File: config.mk
export PLATFORM = sky130hd
export DESIGN_NAME = keypad_scan
export DESIGN_NICKNAME = d
export VERILOG_FILES = /design/src/rtl/keypad_pkg.sv /design/src/rtl/keypad_map_encode.sv /design/src/rtl/keypad_scan.sv
export SDC_FILE = /design/constraint.sdc
export NUM_CORES = 1
export LEC_CHECK = 0
export ABC_AREA = 1
export CAP_MARGIN = 10
export CORE_MARGIN = 2
export CORE_UTILIZATION = 60
export CTS_CLUSTER_DIAMETER = 80
export DETAILED_ROUTE_END_ITERATION = 6
export PLACE_DENSITY = 0.83
export SLEW_MARGIN = 0
export SYNTH_ARGS = -nofsm -noshare
export SYNTH_HDL_FRONTEND = slang
export SYNTH_SLANG_ARGS = --single-unit
File: constraint.sdc
create_clock -name clk -period 26 [get_ports clk]
set_clock_uncertainty 0.15 [all_clocks]
set_input_delay 5.2 -clock clk [delete_from_list [all_inputs] [get_ports clk]]
set_output_delay 5.2 -clock clk [all_outputs]
set_load 0.02 [all_outputs]
File: src/rtl/keypad_pkg.sv
// Shared constants and types for the 4x4 keypad scanner.
`timescale 1ns/1ps
package keypad_pkg;

    localparam int NUM_ROWS = 4;
    localparam int NUM_COLS = 4;
    localparam int NUM_KEYS = NUM_ROWS * NUM_COLS;

    // Key FSM: no key, exactly one key, or a chord of two or more keys.
    typedef enum logic [1:0] {
        ST_RELEASED = 2'd0,
        ST_PRESSED  = 2'd1,
        ST_MULTI    = 2'd2
    } key_state_e;

    // Key codes are row*NUM_COLS+col.
    localparam logic [3:0] KEY_0 = 4'h0;
    localparam logic [3:0] KEY_1 = 4'h1;
    localparam logic [3:0] KEY_2 = 4'h2;
    localparam logic [3:0] KEY_3 = 4'h3;
    localparam logic [3:0] KEY_4 = 4'h4;
    localparam logic [3:0] KEY_5 = 4'h5;
    localparam logic [3:0] KEY_6 = 4'h6;
    localparam logic [3:0] KEY_7 = 4'h7;
    localparam logic [3:0] KEY_8 = 4'h8;
    localparam logic [3:0] KEY_9 = 4'h9;
    localparam logic [3:0] KEY_A = 4'hA;
    localparam logic [3:0] KEY_B = 4'hB;
    localparam logic [3:0] KEY_C = 4'hC;
    localparam logic [3:0] KEY_D = 4'hD;
    localparam logic [3:0] KEY_E = 4'hE;
    localparam logic [3:0] KEY_F = 4'hF;

endpackage

File: src/rtl/keypad_map_encode.sv
// Combinational key-map encoder: popcount saturating at 2 plus lowest set index.
`timescale 1ns/1ps
module keypad_map_encode
    import keypad_pkg::*;
(
    input  logic [NUM_KEYS-1:0] map,
    output logic [1:0]          count,
    output logic [3:0]          index
);

    // Lowest index wins: scan from the top down so the last hit is the lowest.
    always_comb begin
        count = 2'd0;
        index = 4'd0;
        for (int i = NUM_KEYS - 1; i >= 0; i--) begin
            if (map[i]) begin
                index = 4'(i);
            end
        end
        for (int i = 0; i < NUM_KEYS; i++) begin
            if (map[i] && (count != 2'd2)) begin
                count = count + 2'd1;
            end
        end
    end

endmodule

File: src/rtl/keypad_scan.sv
// 4x4 keypad scanner: column drive, row sampling, scan-level debounce and key FSM.
`timescale 1ns/1ps
module keypad_scan
    import keypad_pkg::*;
#(
    parameter int COL_HOLD       = 4,
    parameter int DEBOUNCE_SCANS = 3
) (
    input  logic                clk,
    input  logic                rst,
    input  logic [NUM_ROWS-1:0] row,
    output logic [NUM_COLS-1:0] col,
    output logic [3:0]          key_code,
    output logic                key_valid,
    output logic                key_release,
    output logic                key_held,
    output logic                key_multi,
    output logic [NUM_KEYS-1:0] key_map
);

    localparam int HW = $clog2(COL_HOLD);
    localparam int SW = (DEBOUNCE_SCANS > 1) ? $clog2(DEBOUNCE_SCANS) : 1;
    localparam logic [HW-1:0] HOLD_LAST  = HW'(COL_HOLD - 1);
    localparam logic [SW-1:0] STABLE_MAX = SW'(DEBOUNCE_SCANS - 1);

    logic [NUM_ROWS-1:0] row_meta_q, row_sync_q;
    logic [HW-1:0]       hold_cnt_q, hold_cnt_d;
    logic [1:0]          col_idx_q, col_idx_d;
    logic [NUM_KEYS-1:0] snap_q, snap_d;
    logic [NUM_KEYS-1:0] prev_snap_q, prev_snap_d;
    logic [SW-1:0]       stable_cnt_q, stable_cnt_d;
    logic [NUM_KEYS-1:0] key_map_q, key_map_d;
    logic                commit_q, commit_d;
    key_state_e          state_q, state_d;
    logic [3:0]          key_code_q, key_code_d;
    logic                key_valid_q, key_valid_d;
    logic                key_release_q, key_release_d;

    logic [NUM_ROWS-1:0] pressed;
    logic [NUM_KEYS-1:0] scan_snap;
    logic                sample;
    logic [1:0]          map_count;
    logic [3:0]          map_index;

    // Rows are asynchronous to clk; idle (released) rows read high.
    always_ff @(posedge clk or posedge rst) begin
        if (rst) begin
            row_meta_q <= '1;
            row_sync_q <= '1;
        end else begin
            row_meta_q <= row;
            row_sync_q <= row_meta_q;
        end
    end

    assign pressed = ~row_sync_q;
    assign sample  = (hold_cnt_q == HOLD_LAST);

    // Exactly one column low; decoded straight from the index so reset is immediate.
    for (genvar gi = 0; gi < NUM_COLS; gi++) begin : g_col
        assign col[gi] = (col_idx_q != 2'(gi));
    end

    // Column timing, snapshot assembly and scan-level debounce.
    always_comb begin
        hold_cnt_d   = hold_cnt_q + 1'b1;
        col_idx_d    = col_idx_q;
        snap_d       = snap_q;
        prev_snap_d  = prev_snap_q;
        stable_cnt_d = stable_cnt_q;
        key_map_d    = key_map_q;
        commit_d     = 1'b0;
        scan_snap    = snap_q;
        for (int r = 0; r < NUM_ROWS; r++) begin
            scan_snap[r*NUM_COLS + int'(col_idx_q)] = pressed[r];
        end
        if (sample) begin
            hold_cnt_d = '0;
            col_idx_d  = col_idx_q + 2'd1;
            snap_d     = scan_snap;
            if (col_idx_q == 2'(NUM_COLS - 1)) begin
                if (scan_snap == prev_snap_q) begin
                    if (stable_cnt_q != STABLE_MAX) begin
                        stable_cnt_d = stable_cnt_q + 1'b1;
                    end
                end else begin
                    stable_cnt_d = '0;
                end
                prev_snap_d = scan_snap;
                if ((stable_cnt_d == STABLE_MAX) && (scan_snap != key_map_q)) begin
                    key_map_d = scan_snap;
                    commit_d  = 1'b1;
                end
            end
        end
    end

    // Scan and debounce state registers.
    always_ff @(posedge clk or posedge rst) begin
        if (rst) begin
            hold_cnt_q   <= '0;
            col_idx_q    <= '0;
            snap_q       <= '0;
            prev_snap_q  <= '0;
            stable_cnt_q <= '0;
            key_map_q    <= '0;
            commit_q     <= 1'b0;
        end else begin
            hold_cnt_q   <= hold_cnt_d;
            col_idx_q    <= col_idx_d;
            snap_q       <= snap_d;
            prev_snap_q  <= prev_snap_d;
            stable_cnt_q <= stable_cnt_d;
            key_map_q    <= key_map_d;
            commit_q     <= commit_d;
        end
    end

    keypad_map_encode u_encode (
        .map   (key_map_q),
        .count (map_count),
        .index (map_index)
    );

    // Key FSM next state; only reacts in the cycle after a new map is committed.
    always_comb begin
        state_d       = state_q;
        key_code_d    = key_code_q;
        key_valid_d   = 1'b0;
        key_release_d = 1'b0;
        if (commit_q) begin
            case (state_q)
                ST_RELEASED: begin
                    if (map_count == 2'd1) begin
                        state_d     = ST_PRESSED;
                        key_code_d  = map_index;
                        key_valid_d = 1'b1;
                    end else if (map_count == 2'd2) begin
                        state_d = ST_MULTI;
                    end
                end
                ST_PRESSED: begin
                    if (map_count == 2'd0) begin
                        state_d       = ST_RELEASED;
                        key_release_d = 1'b1;
                    end else if (map_count == 2'd1) begin
                        if (map_index != key_code_q) begin
                            key_code_d  = map_index;
                            key_valid_d = 1'b1;
                        end
                    end else begin
                        state_d = ST_MULTI;
                    end
                end
                ST_MULTI: begin
                    if (map_count == 2'd0) begin
                        state_d = ST_RELEASED;
                    end
                end
                default: state_d = ST_RELEASED;
            endcase
        end
    end

    // Key FSM state and registered event outputs.
    always_ff @(posedge clk or posedge rst) begin
        if (rst) begin
            state_q       <= ST_RELEASED;
            key_code_q    <= '0;
            key_valid_q   <= 1'b0;
            key_release_q <= 1'b0;
        end else begin
            state_q       <= state_d;
            key_code_q    <= key_code_d;
            key_valid_q   <= key_valid_d;
            key_release_q <= key_release_d;
        end
    end

    assign key_code    = key_code_q;
    assign key_valid   = key_valid_q;
    assign key_release = key_release_q;
    assign key_held    = (state_q == ST_PRESSED);
    assign key_multi   = (state_q == ST_MULTI);
    assign key_map     = key_map_q;

endmodule

* Word-level counts from Yosys, hierarchy flattened
Index checks and enable logic that the tools add are counted.
** Cells by class
- Add/sub/neg operators :: 21
- Mux-type cells :: 72
- Reductions and logical operators :: 28
- Order comparisons :: 8
- Bitwise operators :: 1
- Equal/unequal tests :: 36
** Operators by type and width (number)
- two-way mux 4 bit :: 20
- bitwise mux 16 bit :: 4
- two-way mux 2 bit :: 25
- inequality test 2 bit, second input constant :: 19
- adder 2 x 1 -> 2 bit, second input constant :: 17
- logical AND 1 bit :: 20
- equality test 16 bit :: 1
- two-way mux 1 bit :: 16
- inequality test 16 bit :: 1
- demux 1 bit (select 4 bit) :: 3
- adder 4 x 2 -> 5 bit, first input constant :: 2
- equality test 2 bit, second input constant :: 5
- >= comparator 5 x 1 -> 1 bit, second input constant :: 2
- less-than comparator 5 bit, second input constant :: 2
- inequality test 2 x 1 -> 1 bit, second input constant :: 4
- case mux 4 bit (2 select lines) :: 1
- case mux 2 bit (3 select lines) :: 1
- AND reduction 6 bit :: 1
- less-than comparator 2 x 5 -> 1 bit, second input constant :: 1
- less-than comparator 4 x 5 -> 1 bit, second input constant :: 1
- adder 3 x 2 -> 4 bit, first input constant :: 1
- equality test 2 x 1 -> 1 bit, second input constant :: 2
- >= comparator 4 x 1 -> 1 bit, second input constant :: 1
- zero test 2 bit :: 2
- other kinds (13) :: 14
** Storage, ports and cells
- Bits in registers :: 71
- Input bits :: 6
- Logic and storage cells :: 179
- Output and inout bits :: 28

* Depth between registers and ports, before layout
- Depth in word-level cells :: 51
- Gate-level depth with buffers :: 80
- Mapped depth without buffers :: 80

* Hierarchy
A second synthesis with hierarchy kept.
** Unflattened totals
- Cell total of the unflattened synthesis :: 748
- Area, all modules :: 5185.0 µm²
** Modules (own cells, without submodules)
- keypad_scan :: seq. area each 1786.7 µm², area each 3986.3 µm², cells an instance 550, instances 1
- keypad_map_encode :: seq. area each 0.0 µm², area each 1198.6 µm², cells an instance 198, instances 1

* Least setup slack after synthesis
Ideal clock, no wire load.
- Path type :: reg2reg
- Start point :: register key_map_q[0] (netlist: key_map[0])
- End point :: register state_q[1]
- Stages on the path, launching flop included :: 75
- Data arrival time :: 10.672 ns
- Data required time :: 25.713 ns
- Path buffers :: 0
- Clock period less this slack :: 10.960 ns
- Slack :: 15.040 ns
- Setup time :: 0.137 ns
- Cell sequence :: dfrtp_1 -> inv_1 -> ha_1 -> nand3_1 -> nand2_1 -> ha_1 -> inv_1 -> nand2_2 -> o21ai_0 -> ha_1 -> nor2_4 -> inv_1 -> nand3_2 -> nand2_2 -> ha_1 -> nor2_8 -> inv_1 -> o211ai_1 -> (+39 left out) -> inv_1 -> nand3_1 -> and2_1 -> ha_1 -> nor2_1 -> inv_1 -> nand3_1 -> nand2_1 -> ha_1 -> nor2_1 -> inv_1 -> nand3_1 -> nand2_1 -> ha_1 -> a221oi_1 -> o31ai_1 -> a221oi_1 -> a21oi_1
** On the way
- Longest elaborated chain between the ends :: 49
- Elaborated cells on any way between the ends :: 71
- Those cells by class :: 15 x add/sub; 20 x eq/ne; 19 x mux; 17 x reduce/logical
** Ends and longest elaborated chain
- start: declaration :: RTL line keypad_scan.sv:32 : logic [NUM_KEYS-1:0] key_map_q, key_map_d;
- start signal: assignment :: RTL line keypad_scan.sv:114 : key_map_q <= key_map_d;
- two-way mux 1 bit * :: RTL line keypad_map_encode.sv:21 : if (map[i] && (count != 2'd2)) begin
- inequality test 1 x 2 -> 1 bit :: RTL line keypad_map_encode.sv:21
- logical AND 1 bit :: RTL line keypad_map_encode.sv:21
- two-way mux 2 bit * :: RTL line keypad_map_encode.sv:21
- branches (longest 2 deep; another with adder 2 x 1 -> 2 bit)
- two-way mux 2 bit * :: RTL line keypad_map_encode.sv:21
- branches (longest 2 deep; another with adder 2 x 1 -> 2 bit)
- two-way mux 2 bit * :: RTL line keypad_map_encode.sv:21
- (+29 left out)
- two-way mux 2 bit * :: RTL line keypad_map_encode.sv:21
- branches (longest 2 deep; another with adder 2 x 1 -> 2 bit)
- two-way mux 2 bit * :: RTL line keypad_map_encode.sv:21
- branches (longest 2 deep; another with adder 2 x 1 -> 2 bit)
- two-way mux 2 bit * :: RTL line keypad_map_encode.sv:21
- equality test 2 x 1 -> 1 bit (tied with other cells) :: RTL line keypad_scan.sv:134, keypad_scan.sv:146
- inequality test 3 bit (no line) (tied with other cells)
- AND reduction 4 bit (no line) / case mux 2 bit (3 select lines) (equally long branches)
- end signal: assignment :: RTL line keypad_scan.sv:173 : state_q <= state_d;
- end: declaration :: RTL line keypad_scan.sv:34 : key_state_e state_q, state_d;
Every way passes the cells marked *.
A chain may end at the register's enable or synchronous reset.

* Worst setup path in the final report
- Start point :: register key_map_q[0] (netlist: key_map[0])
- End point :: register key_code_q[3] (netlist: key_code[3])
** On the way
- Longest elaborated chain between the ends :: 49
- Elaborated cells on any way between the ends :: 75
- Those cells by class :: 15 x add/sub; 21 x eq/ne; 22 x mux; 17 x reduce/logical
** Ends and longest elaborated chain
- branches (longest 49 deep; another with adder 2 x 1 -> 2 bit)
- end signal: assignment :: RTL line keypad_scan.sv:174 : key_code_q <= key_code_d;
- end: declaration :: RTL line keypad_scan.sv:35 : logic [3:0] key_code_q, key_code_d;
Several ways; the timed one is not identified. The select of a mux whose other input is x is not followed.

==> run summary <==
• **outcome** completed
• **Max Fclk** 79.6 MHz
• **maximum number of pins on one net before global-route repair** 72
• **Sequential cell area** 1790 µm²
• **clock tree from TritonCTS** built
• **detailed-routing iteration count for the pre-antenna-repair pass** 4
• **remaining global-route overflow** 0
• **violation count after the first detailed-route iteration** 176
• **CP endpoint kind** flip-flop
• **vertical die dimension** 90.0 µm
• **cell type contributing the most total cell area after synthesis** dfrtp_1
• **HPWL reported at the end of detailed placement** 6720 µm
• **Max rail drop VDD** 47.4 µV
• **ratio of cells with drive above 1 in the final layout** 0.136
• **floorplan row count** 31
• **final estimated routing congestion in global placement** 0.825
• **via count of the first global-routing pass** 3,641
• **final routed DRC violation total** 0
• **clock latency at the later pin of the worst-skew pair** 0.36 ns
• **sum of routed wire length over all layers** 8950 µm
• **Setup WS pre-CTS** 13.49 ns
• **Num Clock Sinks** 71
• **CP max stage delay** 0.62 ns
• **area of the mapped netlist** 4440 µm²
• **combinational share of power** 0.050
• **post-synthesis share of cell area spent on full adders, half adders and majority gates** 0.0677
• **area added between synthesis and finish** 13.8%
• **proportion of netlist area held by the largest area contributor** 0.355
• **number of resized instances in the post-cts repair step** 0
• **multiplexer share of the synthesized area** 0
• **switch share** 0.236
• **Yosys Warn Count** 0
• **area fraction in compound gates after synthesis** 0.113
• **sequential cell fraction of total power** 0.514
• **cell chosen for the clock root** clkbuf_8
• **number of primary I/O pins** 34
• **synthesis-stage register bit count** 71
• **fillers** 583
• **post-layout util** 0.700
• **internal power** 0.000173 W
• **wire length of the first global-routing pass** 16,000 µm
• **Rel. slew slack** 0.349
• **Critical Path Start** key_map[0]
• **area of the core region** 7210 µm²
• **unrepaired setup endpoints after global routing** no
• **post-CTS setup buffer count** 0
• **count of flip-flops with a built-in enable after synthesis** 0
• **proportion of register bits with asynchronous set or reset after synthesis** 1.00
• **combinational family with the most area after synthesis** simple AND/OR/NAND/NOR gates
• **Tot GR Track Use** 0.240
• **number of hold violations in the final report** 0
• **instance count of the mapped netlist** 547
• **antenna cells** 0
• **DIE WIDTH** 90.0 µm
• **Period minus WS final** 12.56 ns
• **Critical Path Most Common Cell** inv_1
• **WS Path Type** reg2reg
• **number of library cell types mapped by synthesis** 40
• **via-per-instance ratio** 5.40
• **total negative slack** 0 ns
• **final-report setup violation count** 0
• **clock input transition at the sequential cells of the worst setup and hold paths** 0.08 ns
• **overall power consumption** 0.000226 W
• **Critical Path Fanout Max** 9
• **synthesized-area fraction occupied by and/or/nand/nor cells** 0.301
• **routed length per placed instance** 13.1 µm
• **top area cells in the synthesized netlist** dfrtp_1 (36%), nand2_1 (8.8%), ha_1 (6.8%)
• **combined buffer and inverter count along the critical path** 16
• **Worst Hold Margin** 0.208 ns
• **type of the worst min-delay path** reg2reg
• **power density normalized to cell area** 44.7 nW/µm²
• **start point of the worst hold path** row_meta_q[0]
• **Crit path arrival time** 12.68 ns
• **Mapped Avg Cell Area** 8.11 µm²
• **deepest level of the CTS H-tree** 3
• **TritonCTS Buffers** 9
• **Req. time, crit path** 26.12 ns
• **antenna violation net count after detailed routing** 0
• **power dissipated by switching net loads** 0.0000533 W
• **cell type of the slowest stage on the worst timing path** a2111oi_0
• **Clk pwr share** 0.436
• **cts hold-fix bufs** 0
• **sequential cell area fraction in the yosys report** 0.403
• **Largest delay share family, worst path** simple AND/OR/NAND/NOR gates
• **primary flip-flop cell chosen by synthesis mapping** dfrtp_1
• **most frequent cell after synthesis** nand2_1
• **Synthesized Nets** 577
• **Max clock buf depth** 2
• **Post-synth top cells** nand2_1 (104), dfrtp_1 (63), inv_1 (60)
• **sort of element at the start of the critical path** flip-flop
• **count of max-cap constraint violations** 0
• **reported leakage power** 2.22 nW
• **pins over their slew limit** 0
• **area taken by multi-input logic gates** 2350 µm²
• **starting density of the core** 0.615
• **post-route setup slack** 13.44 ns
• **number of input and output port buffers inserted** 33
• **number of antenna violations at the first check in global routing** 0
• **die footprint** 8100 µm²
• **part of the cycle the worst path needs** 0.483
• **transition at the pin with the smallest max-transition slack** 0.977 ns
• **synthesized-area fraction occupied by xor and xnor cells** 0.0474
• **Layout Nets** 608
• **total number of vias** 3,679
• **r2r startpoint** key_map[0]
-- kinds of logic (layout without fill, tap and decap cells) --
| group | count (synthesis) | count (layout) |
|---|---|---|
| simple gates | 257 | 257 |
| compound gates | 94 | 94 |
| buf+inv | 77 | 112 |
| flops | 71 | 71 |
| fa+ha+maj | 24 | 24 |
| xor+xnor | 24 | 24 |
-- worst register-to-register path, delay by kind of cell (launching register included) --
kind | cells | cell delay (ns)
buffers and inverters | 16 | 1.94
AO/OA/AOI/OAI | 4 | 1.25
adder cells (fa/ha/maj) | 15 | 3.00
AND/OR/NAND/NOR | 39 | 5.64
flip-flops | 1 | 0.49
-- metrics by stage --
step                instance area [µm²]  instances
floorplan                          4440        547
global placement                   4830        666
detailed placement                 4830        666
CTS                                5050        681
global route                       5050        681
finish                             5050        681
-- power by group through the flow --
stage          Sequential (W)   Clock, W  Combinational [W]
2_1_floorplan        0.000118          0         0.00000855
3_3_place_gp         0.000118          0          0.0000111
3_5_place_dp         0.000118          0          0.0000116
4_1_cts              0.000116   0.000100          0.0000117
5_1_grt              0.000117   0.000106          0.0000132
6_report             0.000116  0.0000985          0.0000114
-- metal layers --
layer,up-vias,part of all wire,track usage
met5,-,0,0
met4,0,0.013,0.0718
met3,11,0.038,0.0528
met2,52,0.50,0.412
met1,1746,0.45,0.305
li1,1870,-,-
-- worst paths after layout --
check / endpoint / slack, ns / depth (start not counted)
worst max-delay path: key_code[3] / 13.44 / 74
worst min-delay path: row_sync_q[0] / 0.21 / 0
worst max register to register: key_code[3] / 13.44 / 74
worst min register to register: row_sync_q[0] / 0.21 / 0
max in group asynchronous: key_map[9] / 19.86 / 3
min in group asynchronous: snap_q[13] / 5.27 / 3
-- sequential cells by signal, indices dropped and copies added, names as in the netlist --
name and flops:
key_release 1, key_code 4, key_valid 1, state_q 2
row_meta_q 4, snap_q 16, col_idx_q 2, key_map 16
commit_q 1, row_sync_q 4, stable_cnt_q 2, prev_snap_q 16
hold_cnt_q 2
-- cell type report --
type                            count  area share
Clock buffer                        9      0.0245
Tap cell                           99      0.0245
Inverter                           63      0.0471
Timing Repair Buffer               34      0.0669
Multi-Input combinational cell    399       0.465
Sequential cell                    71       0.354
Clock inverter                      6      0.0186
-- layout by cell type (no fill, tap or decap), drive strengths merged --
cell           instances
a221oi                 2
nand3b                 1
inv                   64
nor2                  36
or2                   16
nor4                   5
o31ai                  1
ha                    24
nor3b                  1
nand3                 68
bufinv                 2
o311ai                 1
dfrtp                 63
o22ai                  1
o2111ai                1
a21oi                 21
clkdlybuf4s50         33
nand4                  7
and2                   4
o21a                   1
o211ai                 1
a2111oi                1
o21ai                 64
clkinvlp               1
buf                    1
nor3                   3
nand2                116
xor2                  13
clkbuf                 9
dfstp                  8
clkinv                 2
xnor2                 11
No activity file was read; power rests on OpenSTA's default activity.
==> edit 1 (config.mk and constraints unchanged) <==
`NUM_COLS`: 4 -> 5.
--- a/src/rtl/keypad_pkg.sv
+++ b/src/rtl/keypad_pkg.sv
@@ -3,7 +3,7 @@
 package keypad_pkg;
 
     localparam int NUM_ROWS = 4;
-    localparam int NUM_COLS = 4;
+    localparam int NUM_COLS = 5;
     localparam int NUM_KEYS = NUM_ROWS * NUM_COLS;
 
     // Key FSM: no key, exactly one key, or a chord of two or more keys.
Ports: changed (resized col and key_map); port bits go from 34 to 39. No check against the original RTL was run, so the function may have changed too.
==> edit 1 against the original RTL <==
- area after synthesis grew 19%
- critical path depth up 23
- utilization decreased by 1.0 points
- setup slack lost 3100 ps
- wire length increased by 32%
- cell area increased by 18%
- die area rose by 18%
- critical endpoint unchanged
- sequential cell count is 12 higher
- critical path type unchanged
- total power grew 2.6%
==> edit 1: results <==
metrics = {
    "detailed_routing": {
        "routed_wl_mm": 11.83,
        "wl_met2_mm": 5.820,
        "wl_met1_mm": 5.098,
        "routed_via_density": 5.746,
        "drt_iter0_markers": 305,
    },
    "timing": {
        "slew_headroom_pct": 31.41,
        "hold_slack_ps": 209.5,
    },
    "setup_path": {
        "slowest_delay_ps": 490,
        "critPathArrivalTime_ps": 15760,
    },
    "synth": {
        "ys_top_cells_by_count": "nand2_1, o21ai_0, inv_1",
        "synth_fp_nets": 702,
        "synthXorXnorAreaFrac_pct": 2.810,
        "ys_top_cells_by_area": "dfrtp_1, nand2_1, o21ai_0, ha_1, nand3_1",
    },
    "place": {
        "place_inst": 798,
        "preCtsSetupSlack_ps": 10340,
        "io_buffers": 38,
    },
    "grt": {
        "grtUsageMet1_pct": 32.53,
        "grt_max_degree": 84,
        "use_met2_pct": 44.36,
        "grt_pass1_vias": 4546,
    },
    "hold_path": {
        "min-delay-start": "row_meta_q[3]",
    },
    "final_layout": {
        "stdcell_count": 814,
        "drive_gt1_share_pct": 10.91,
        "nFillCells": 697,
    },
    "pwr": {
        "p_comb_mw": 0.0123,
        "sequentialPower_mw": 0.135,
        "ir_drop_mv": 0.04588,
        "power.leakage_nw": 2.647,
        "p_sw_share_pct": 25.74,
    },
    "run_status": {
        "status": "complete, no violations",
    },
}
==> edit 1: cell count changes in the layout (fill, tap and decap cells not counted), sizes merged, moves of 7 or more <==
cell,change
dfrtp,+12
o22ai,+7
nand3,+13
o21ai,+31
nand2,+40
ha,+8
inv,+16
==> edit 1: layout make-up <==
type	count	area, um^2	area share [%]
multi-input cells	487	2855	47.95
flip-flops and latches	83	2087	35.05
repair buffers	41	402.9	6.766
inverters	79	297.8	5.001
well taps	108	135.1	2.269
clock buffers	9	123.9	2.080
clock inverters	7	52.55	0.8825
==> edit 1: path summary, 6_finish.rpt <==
kind	endpoint	depth (start not counted)
max in group asynchronous	snap_q[12]	3
worst min-delay path	row_sync_q[3]	0
worst min register to register	row_sync_q[3]	0
worst max-delay path	key_code[3]	97
worst max register to register	key_code[3]	97
min in group asynchronous	snap_q[0]	3
==> edit 2 (config.mk and constraints unchanged) <==
Made on the original files. `key_code_q` no longer has a reset.
--- a/src/rtl/keypad_scan.sv
+++ b/src/rtl/keypad_scan.sv
@@ -166,15 +166,17 @@
     always_ff @(posedge clk or posedge rst) begin
         if (rst) begin
             state_q       <= ST_RELEASED;
-            key_code_q    <= '0;
             key_valid_q   <= 1'b0;
             key_release_q <= 1'b0;
         end else begin
             state_q       <= state_d;
-            key_code_q    <= key_code_d;
             key_valid_q   <= key_valid_d;
             key_release_q <= key_release_d;
         end
+    end
+
+    always_ff @(posedge clk) begin
+        key_code_q <= key_code_d;
     end
 
     assign key_code    = key_code_q;
Check against the original RTL: no difference found for any inputs over 10 cycles, from zero or initial values and one cycle with rst high; that may be too few to reach the edited logic, so the function may still have changed.
==> edit 2 against the original RTL <==
- sequential cell count is the same
- area after synthesis grew 0.73%
- wire length grew 2.7%
- cell area grew 0.74%
- total power shrank 0.81%
- first-iteration DRC count grew 53%
- setup slack gained 490 ps
==> edit 2: results <==
metrics = {
    "run_status": {
        "status": "complete, no violations",
    },
    "synth": {
        "synth_area_per_cell_um2": 8.248,
        "seq_area_frac_synth_pct": 40.41,
        "synth_edf_count": 4,
        "ys_top_cells_by_area": "dfrtp_1, nand2_1, ha_1, nand3_1, o21ai_0",
        "async_flop_share_pct": 94.37,
        "synth_fp_nets": 572,
        "synth_cell_types": 46,
        "ys_top_cells_by_count": "nand2_1, dfrtp_1, inv_1",
    },
    "grt": {
        "grt_pass1_vias": 3513,
        "grt_max_degree": 68,
        "grt_pass1_wl_mm": 16.05,
        "grt_use_total_pct": 24.04,
    },
    "pwr": {
        "p_seq_share_pct": 52.1,
        "ir_drop_mv": 0.03610,
        "p_int_mw": 0.1699,
        "p_per_area_nw_per_um2": 44.05,
        "power.leakage_nw": 2.221,
    },
    "timing": {
        "slew_headroom_pct": 44.21,
        "fin_crit_ps": 12070,
    },
    "setup_path": {
        "slowest_delay_ps": 460,
        "r2r_cells": 79,
        "crit_path_max_fanout": 7,
        "cp_slowest_cell": "dfrtp_1",
        "r2r_slack_ps": 13930,
        "rr_endpoint": "state_q[1]",
        "critPathArrivalTime_ps": 12200,
    },
    "place": {
        "place.gp.congestion": 0.9347,
        "place_inst": 662,
        "hpwl_mm": 6.795,
        "detailed_place.area_um2": 4871,
    },
    "final_layout": {
        "drive_gt1_share_pct": 14.68,
        "nNetsFinal": 604,
        "stdcell_count": 678,
    },
    "detailed_routing": {
        "dr.pass1.iters": 5,
        "wl_per_cell_um": 13.55,
        "drt_iter0_markers": 269,
        "routed_via_density": 5.454,
    },
    "clocking": {
        "ctsResizeCount": 0,
    },
}
## edit 2: cell count changes in the layout (fill, tap and decap cells not counted), moves of 3 or more
cell,unedited run,this run
a21oi_1,21,17
dfrtp_1,63,59
edfxtp_1,0,4
nand2_4,3,6
nand3_1,49,46
o21ai_0,51,46
o21ai_1,12,15
xnor2_1,11,8
## edit 2: logic make-up after synthesis
group / synth area share (%)
AOI/OAI and AO/OA: 10.69
adders and majority gates: 6.717
xor gates and xnor gates: 4.506
DFF: 40.41
and+or+nand+nor: 30.76
buffers and inverters: 6.913
## edit 2: final cells by class
| cell class | count | area, um^2 |
|---|---|---|
| Timing Repair Buffer | 35 | 345.3 |
| Clock inverter | 5 | 63.81 |
| Inverter | 63 | 240.2 |
| Tap cell | 99 | 123.9 |
| Sequential cell | 71 | 1807 |
| Multi-Input combinational cell | 394 | 2355 |
| Clock buffer | 11 | 152.6 |
| Fill cell | 580 | 2166 |
## edit 2: worst min-delay path by stage
stage | start | to | slack [ps] | cells after the start
6_report | row_meta_q[3] | row_sync_q[3] | 210 | 0
5_1_grt | row_meta_q[1] | row_sync_q[1] | 210 | 0
4_1_cts | row_meta_q[1] | row_sync_q[1] | 210 | 0
3_5_place_dp | row_meta_q[3] | row_sync_q[3] | 200 | 0
3_3_place_gp | row_meta_q[3] | row_sync_q[3] | 200 | 0
2_1_floorplan | row_meta_q[0] | row_sync_q[0] | 200 | 0
## edit 2: layer usage
| metal | wire length (um) | vias to the layer above | track usage (%) |
|---|---|---|---|
| met2 | 4364 | 82 | 38.41 |
| met4 | 257 | 0 | 10.38 |
| met3 | 373 | 20 | 5.426 |
| met5 | 0 | - | 0 |
| li1 | - | 1852 | - |
| met1 | 4193 | 1744 | 31.63 |
